$ cat config.mk
export PLATFORM = sky130hd
export DESIGN_NAME = sigmoid_backprop_delta
export DESIGN_NICKNAME = d
export VERILOG_FILES = /design/src/rtl/sigmoid_backprop_delta.sv
export SDC_FILE = /design/constraint.sdc
export NUM_CORES = 2
export LEC_CHECK = 0
export ABC_AREA = 1
export BUFFER_PORTS_ARGS = -buffer_cell sky130_fd_sc_hd__buf_2
export CORE_MARGIN = 3
export CORE_UTILIZATION = 65
export DETAILED_ROUTE_END_ITERATION = 6
export PLACE_DENSITY = 0.85
export SLEW_MARGIN = 20
export SYNTH_ARGS = -nofsm -noshare
export SYNTH_HDL_FRONTEND = slang
export SYNTH_SLANG_ARGS = --single-unit
$ cat constraint.sdc
create_clock -name clk -period 33.3 [get_ports clk]
set_input_delay 3.33 -clock clk [delete_from_list [all_inputs] [get_ports clk]]
set_output_delay 3.33 -clock clk [all_outputs]
set_load 0.005 [all_outputs]
$ cat src/rtl/sigmoid_backprop_delta.sv
// Sigmoid back-propagation delta: delta = err * y * (1 - y), fixed point.
// Optional macro DELTA_SAT_EN: saturate error subtraction and final product.
module sigmoid_backprop_delta #(
  parameter int DATA_W = 32,
  parameter int FRAC_W = 24
) (
  input  logic              clk,
  input  logic              rst,
  input  logic              in_valid,
  output logic              in_ready,
  input  logic [DATA_W-1:0] sig_in,
  input  logic [DATA_W-1:0] err_in,
  input  logic              is_output,
  input  logic [31:0]       n_idx_in,
  output logic              out_valid,
  input  logic              out_ready,
  output logic [DATA_W-1:0] delta_out,
  output logic [31:0]       n_idx_out
);

  localparam int PW = 2 * DATA_W;
  localparam int HW = PW - FRAC_W - DATA_W + 1;

  localparam logic [DATA_W-1:0] ONE =
    {{(DATA_W-FRAC_W-1){1'b0}}, 1'b1, {FRAC_W{1'b0}}};
  localparam logic [DATA_W-1:0] S_MAX =
    {1'b0, {(DATA_W-1){1'b1}}};
  localparam logic [DATA_W-1:0] S_MIN =
    {1'b1, {(DATA_W-1){1'b0}}};

  typedef enum logic [2:0] {
    IDLE,
    PREP,
    MUL1,
    MUL2,
    DONE
  } state_t;

  state_t state;

  logic [DATA_W-1:0] sig_q;
  logic [DATA_W-1:0] err_q;
  logic              is_out_q;
  logic [31:0]       tag_q;

  logic [DATA_W-1:0] y_q;
  logic [DATA_W-1:0] om_q;
  logic [DATA_W-1:0] e_q;
  logic [DATA_W-1:0] p1_q;

  logic [DATA_W-1:0] y_clamp;
  logic [DATA_W-1:0] om_c;
  logic [DATA_W:0]   diff;
  logic [DATA_W-1:0] err_sub;
  logic [DATA_W-1:0] e_c;

  logic [DATA_W-1:0] mul_a;
  logic [DATA_W-1:0] mul_b;
  logic signed [PW-1:0] a_ext;
  logic signed [PW-1:0] b_ext;
  logic signed [PW-1:0] prod;
  logic [HW-1:0]     prod_hi;
  logic [DATA_W-1:0] mul_res;
  logic              unused_bits;

  assign in_ready = (state == IDLE) && !rst;

  // Clamp the activation into [0, 1.0]
  always_comb begin
    y_clamp = sig_q;
    if (sig_q[DATA_W-1]) begin
      y_clamp = '0;
    end else if (sig_q > ONE) begin
      y_clamp = ONE;
    end
  end

  assign om_c = ONE - y_clamp;

  assign diff = {err_q[DATA_W-1], err_q}
              - {y_clamp[DATA_W-1], y_clamp};

  // Output-layer error: target minus activation, reduced to DATA_W
  always_comb begin
`ifdef DELTA_SAT_EN
    err_sub = diff[DATA_W-1:0];
    if (diff[DATA_W] != diff[DATA_W-1]) begin
      err_sub = diff[DATA_W] ? S_MIN : S_MAX;
    end
`else
    err_sub = diff[DATA_W-1:0];
`endif
  end

  assign e_c = is_out_q ? err_sub : err_q;

  // Shared multiplier operand select: y*om in MUL1, p1*err in MUL2
  always_comb begin
    mul_a = y_q;
    mul_b = om_q;
    if (state == MUL2) begin
      mul_a = p1_q;
      mul_b = e_q;
    end
  end

  assign a_ext = {{DATA_W{mul_a[DATA_W-1]}}, mul_a};
  assign b_ext = {{DATA_W{mul_b[DATA_W-1]}}, mul_b};
  assign prod  = a_ext * b_ext;
  assign prod_hi = prod[PW-1:FRAC_W+DATA_W-1];

  // Scale the product back by FRAC_W and reduce to DATA_W
  always_comb begin
`ifdef DELTA_SAT_EN
    mul_res = prod[FRAC_W +: DATA_W];
    if (!((&prod_hi) || !(|prod_hi))) begin
      mul_res = prod[PW-1] ? S_MIN : S_MAX;
    end
    unused_bits = ^prod[FRAC_W-1:0];
`else
    mul_res = prod[FRAC_W +: DATA_W];
    unused_bits = ^{prod[FRAC_W-1:0], prod_hi, diff[DATA_W]};
`endif
  end

  // Control FSM with registered datapath and outputs
  always_ff @(posedge clk) begin
    if (rst) begin
      state     <= IDLE;
      out_valid <= 1'b0;
      delta_out <= '0;
      n_idx_out <= '0;
    end else begin
      unique case (state)
        IDLE: begin
          if (in_valid) begin
            sig_q    <= sig_in;
            err_q    <= err_in;
            is_out_q <= is_output;
            tag_q    <= n_idx_in;
            state    <= PREP;
          end
        end
        PREP: begin
          y_q   <= y_clamp;
          om_q  <= om_c;
          e_q   <= e_c;
          state <= MUL1;
        end
        MUL1: begin
          p1_q  <= mul_res;
          state <= MUL2;
        end
        MUL2: begin
          delta_out <= mul_res;
          n_idx_out <= tag_q;
          out_valid <= 1'b1;
          state     <= DONE;
        end
        DONE: begin
          if (out_ready) begin
            out_valid <= 1'b0;
            state     <= IDLE;
          end
        end
        default: begin
          state     <= IDLE;
          out_valid <= 1'b0;
        end
      endcase
    end
  end

endmodule

-- Yosys cells after proc, flatten, opt, wreduce, memory -nomap -nowiden
Index checks and enable logic that the tools add are counted.
- add/sub/neg operators: 2
- multiply operators: 1
- div/mod/pow operators: 0
- order comparisons: 1
- equal/unequal tests: 6
- shift-type cells: 0
- muxes and demuxes: 10
- bitwise gates (word level): 2
- reductions and logical operators: 9
- operator list (cell ; number):
    two-way mux 32 bit ; 3
    two-way mux 31 bit ; 2
    multiplier 32 x 32 -> 56 bit ; 1
    > comparator 32 x 25 -> 1 bit, second input constant ; 1
    subtractor 25 x 32 -> 32 bit, first input constant ; 1
    subtractor 32 bit ; 1
    case mux 3 bit (5 select lines) ; 1
    AND reduction 2 bit ; 4
    == test 3 x 2 -> 1 bit, second input constant ; 2
    two-way mux 3 bit ; 2
    != test 2 bit, second input constant ; 2
    == test 3 x 1 -> 1 bit, second input constant ; 1
    == test 3 bit, second input constant ; 1
    zero test 3 bit ; 1
    case mux 1 bit (3 select lines) ; 1
    AND reduction 3 bit ; 1
    OR reduction 3 bit ; 1
    NOT 1 bit ; 2
    logical AND 1 bit ; 1
    zero test 1 bit ; 1
    two-way mux 1 bit ; 1
- bits in registers: 293
- bits in latches: 0
- RAM bits: 0
- ROM bits: 0
- input port bits: 101
- output and inout port bits: 66
- word-level logic and storage cells: 43
- memories: 0

-- Depth between registers and ports, before layout
- word-level depth: 5
- mapped depth: 43
- gate-level depth less buffers: 37

-- Worst setup path before layout
OpenSTA, ideal clock, no wires.
- kind: input to register
- from: input port rst
- to: register e_q[0], enable pin
- library setup time: 0.777 ns
- data arrival time: 12.574 ns
- data required time: 32.523 ns
- setup slack: 19.948 ns
- stages: 3
- path buffers: 2
- path through: clkbuf_1 > clkbuf_1 > nor4_1
- longest elaborated chain between the ends: 2
- ends and longest elaborated chain (element ; RTL line ; source):
    from (decl) ; 8 ; input logic rst,
    NOT 1 bit (no line) ; n/a ;
    AND reduction 2 bit (no line) ; n/a ;
    to (signal assigned) ; 147 ; e_q <= e_c;
    to (decl) ; 48 ; logic [DATA_W-1:0] e_q;
No other way between the ends.
A chain may end at the register's enable or synchronous reset.

-- Worst setup path in the final report
- from: register state[1]
- to: register delta_out[27]
- longest elaborated chain between the ends: 3
- elaborated cells between the ends (all ways): 4
- classes of those cells: mul (1); eq/ne (1); mux (2)
- ends and longest elaborated chain (element ; RTL line ; source):
    from (decl) ; 39 ; state_t state;
    from (signal assigned) ; 129 ; state <= IDLE;
    from (signal assigned) ; 141 ; state <= PREP;
    from (signal assigned) ; 148 ; state <= MUL1;
    == test 3 x 2 -> 1 bit * ; 101, 134 ;
    two-way mux 32 bit ; 101 ; if (state == MUL2) begin
    multiplier 32 x 32 -> 56 bit ; 109 ; assign prod = a_ext * b_ext;
    to (signal assigned) ; 155 ; delta_out <= mul_res;
    to (decl) ; 17 ; output logic [DATA_W-1:0] delta_out,
Every way passes the cells marked *; elsewhere a longest branch is shown, timed or not.

==> impl_metrics.toml <==
[timing]
maxSlewViolCount = 0
worst-slew-pin-transition_ps = 1210
fmax_mhz = 87.8
fin_skew_ps = 31.7
hold_viol = 0
maxSlewHeadroom_pct = 19.5
fin_crit_sh_pct = 34.2
timing.setup.tns_ps = 0
rsz0062_at_grt = "false"
finalWorstPathRequiredPeriod_ps = 11380
setup_viol = 0

[final_layout]
drive_gt1_share_pct = 6.76
final_nets = 6668
areaGrowthSynthToFinish_pct = 5.96
nFillCells = 5406

[route]
wl_mm = 145
drt_iter0_markers = 3858
antenna_left = 0
first_pass_iters = 7
viasPerCell = 5.86
post_drt_wl_per_cell_um = 22.9
drcViolationCount = 2
vias = 37147

[global_route]
track_usage_pct = 40.3
grt_pass1_wl_mm = 224
overflow = 0
grt_start_max_net_pins = 86
met2_usage_pct = 64.0
met1_usage_pct = 50.6
busiest_layer = "met2"
antenna_found_initial = 5
grt_pass1_vias = 39057
gr-usage-met3_pct = 11.9

[placed_design]
io_buffers = 166
gp_congestion = 1.07
hpwl_mm = 118

[setup_path]
path_common_cell = "fa_1"
crit_slowest_cell = "fa_1"
max_stage_delay_ps = 930
critPathKind = "reg -> reg"
arrival_ps = 11840
cp.required_ps = 33760
critPathLaunchType = "flip-flop"
critical_path_peak_fanout = 85
endpoint_kind = "flip-flop"

[synth]
synth_top_area_share_pct = 42.6
seq_area_frac_synth_pct = 17.5
yosysWarnings = 0
ys_ff_latch = 291
synth-main-ff-cell = "edfxtp_1"
synth_top_cell_by_area = "fa_1"
yosysUniqueCellTypes = 53
syn_inst = 5290
synth_edf_count = 223
async_flop_share_pct = 0
synthesis.area_um2 = 46200
synthTopCellsByArea = "fa_1, edfxtp_1, inv_1"
postSynthAreaPerCell_um2 = 8.73

[die]
rows = 97
die_h_um = 273
start_util_pct = 65.8
dieArea_um2 = 74300
core-area_um2 = 70100
pin_count = 167
die_w_um = 273

[cts]
clockBufferDepth = 3
h-tree-depth = 1
cts-root-buf = "clkbuf_16"
clock_latency_ps = 570
clock-sinks = 291
cts.repair.resized = 0
path_clk_slew_ps = 70
cts_tree = "yes"
hold_buffers = 0
cts_made_buffers = 27
post_cts_buffers = 0

[worst_hold_path]
hold_class = "reg -> reg"

[flow_run]
drv_cap = 0

[status]
outcome = "finished with violations"
violations = "design-rule violations"
==> routing by layer <==
metal / wire length (um) / vias up / share of wire [%]
li1: - / 15705 / -
met1: 51000 / 18317 / 35
met2: 66600 / 2517 / 46
met3: 18500 / 602 / 13
met4: 9140 / 6 / 6.3
met5: 41 / - / 0.028
==> layout make-up <==
type                       count  area (um2)  share of cell area [%]
multi-input combinational   3558       32700                    66.7
sequential                   291        8060                    16.5
inverter                    1266        4750                    9.71
timing repair buffer         237        1360                    2.79
tap                          940        1180                    2.40
clock buffer                  31         711                    1.45
clock inverter                19         203                   0.414
antenna                        2        5.00                  0.0102
==> worst max-delay path, delay by kind of cell (launching register included) <==
family,cells,cell delay [ps]
fa+ha+maj,9,5270
simple gates,12,3110
buf+inv,7,2270
flops,1,570
==> final timing paths <==
kind	from	to	slack, ps	depth (start not counted)
min	n_idx_out[12]$_SDFFE_PP0P_	n_idx_out[12]$_SDFFE_PP0P_	480	2
max	state[1]$_SDFFE_PP0P_	delta_out[27]$_SDFFE_PP0P_	21920	28
min reg2reg	n_idx_out[12]$_SDFFE_PP0P_	n_idx_out[12]$_SDFFE_PP0P_	480	2
max reg2reg	state[1]$_SDFFE_PP0P_	delta_out[27]$_SDFFE_PP0P_	21920	28
==> Yosys cell counts (12+ instances only) <==
cell type,n
xnor2_1,20
inv_1,1240
nor3_1,20
ha_1,203
a21oi_1,112
o21ai_2,25
edfxtp_1,223
inv_2,12
dfxtp_1,68
nor2_1,728
o21ai_1,22
nand4_1,16
clkbuf_1,106
o21bai_1,12
a31oi_1,12
fa_1,983
xor2_1,44
buf_2,62
nand3_1,91
nand2_1,1010
clkinv_1,14
o21ai_0,158
==> registers in the layout, indices dropped and copies added, names as in the netlist <==
| signal | flops |
|---|---|
| err_q | 32 |
| tag_q | 32 |
| sig_q | 32 |
| out_valid | 1 |
| n_idx_out | 32 |
| delta_out | 32 |
| p1_q | 32 |
| e_q | 32 |
| state | 3 |
| om_q | 32 |
| y_q | 30 |
| is_out_q | 1 |
==> cell families (layout without fill, tap and decap cells) <==
group                      Yosys count  count (layout)  share of synthesized area [%]
DFF                                291             291                           17.5
buffers and inverters             1455            1553                           12.2
and+or+nand+nor                   1911            1911                           16.3
other                                2              18                         0.0163
adders and majority gates         1186            1186                           48.1
AOI/OAI and AO/OA                  381             381                           4.73
xor gates and xnor gates            64              64                           1.21
==> per-stage QoR <==
stage	setup slack (ps)	util [%]	hold slack [ps]	instances	cell area [um2]
after global routing	21380	69.7	502	6342	48900
after detailed placement	21990	68.4	466	6292	48000
after CTS	21960	69.7	482	6342	48900
after global placement	21990	68.4	459	6292	48000
final	21920	69.7	479	6344	48900
after floorplan	19950	-	467	5304	46200
==> cells in the final DEF (no fill, tap or decap), types with 19 or more instances in the layout <==
master,count
buf_4,71
o21ai_1,29
clkbuf_16,27
ha_1,203
nor2_1,727
fa_1,983
xnor2_1,20
o21ai_0,137
o21ai_2,34
nand3_1,91
buf_2,166
dfxtp_1,68
a21oi_1,112
edfxtp_1,223
nor3_1,19
xor2_1,44
nand2_1,1010
inv_1,1240
Power is left out: the tool's default activity adds up to more than one toggle a clock period on the data nets, which glitch-free logic cannot reach.
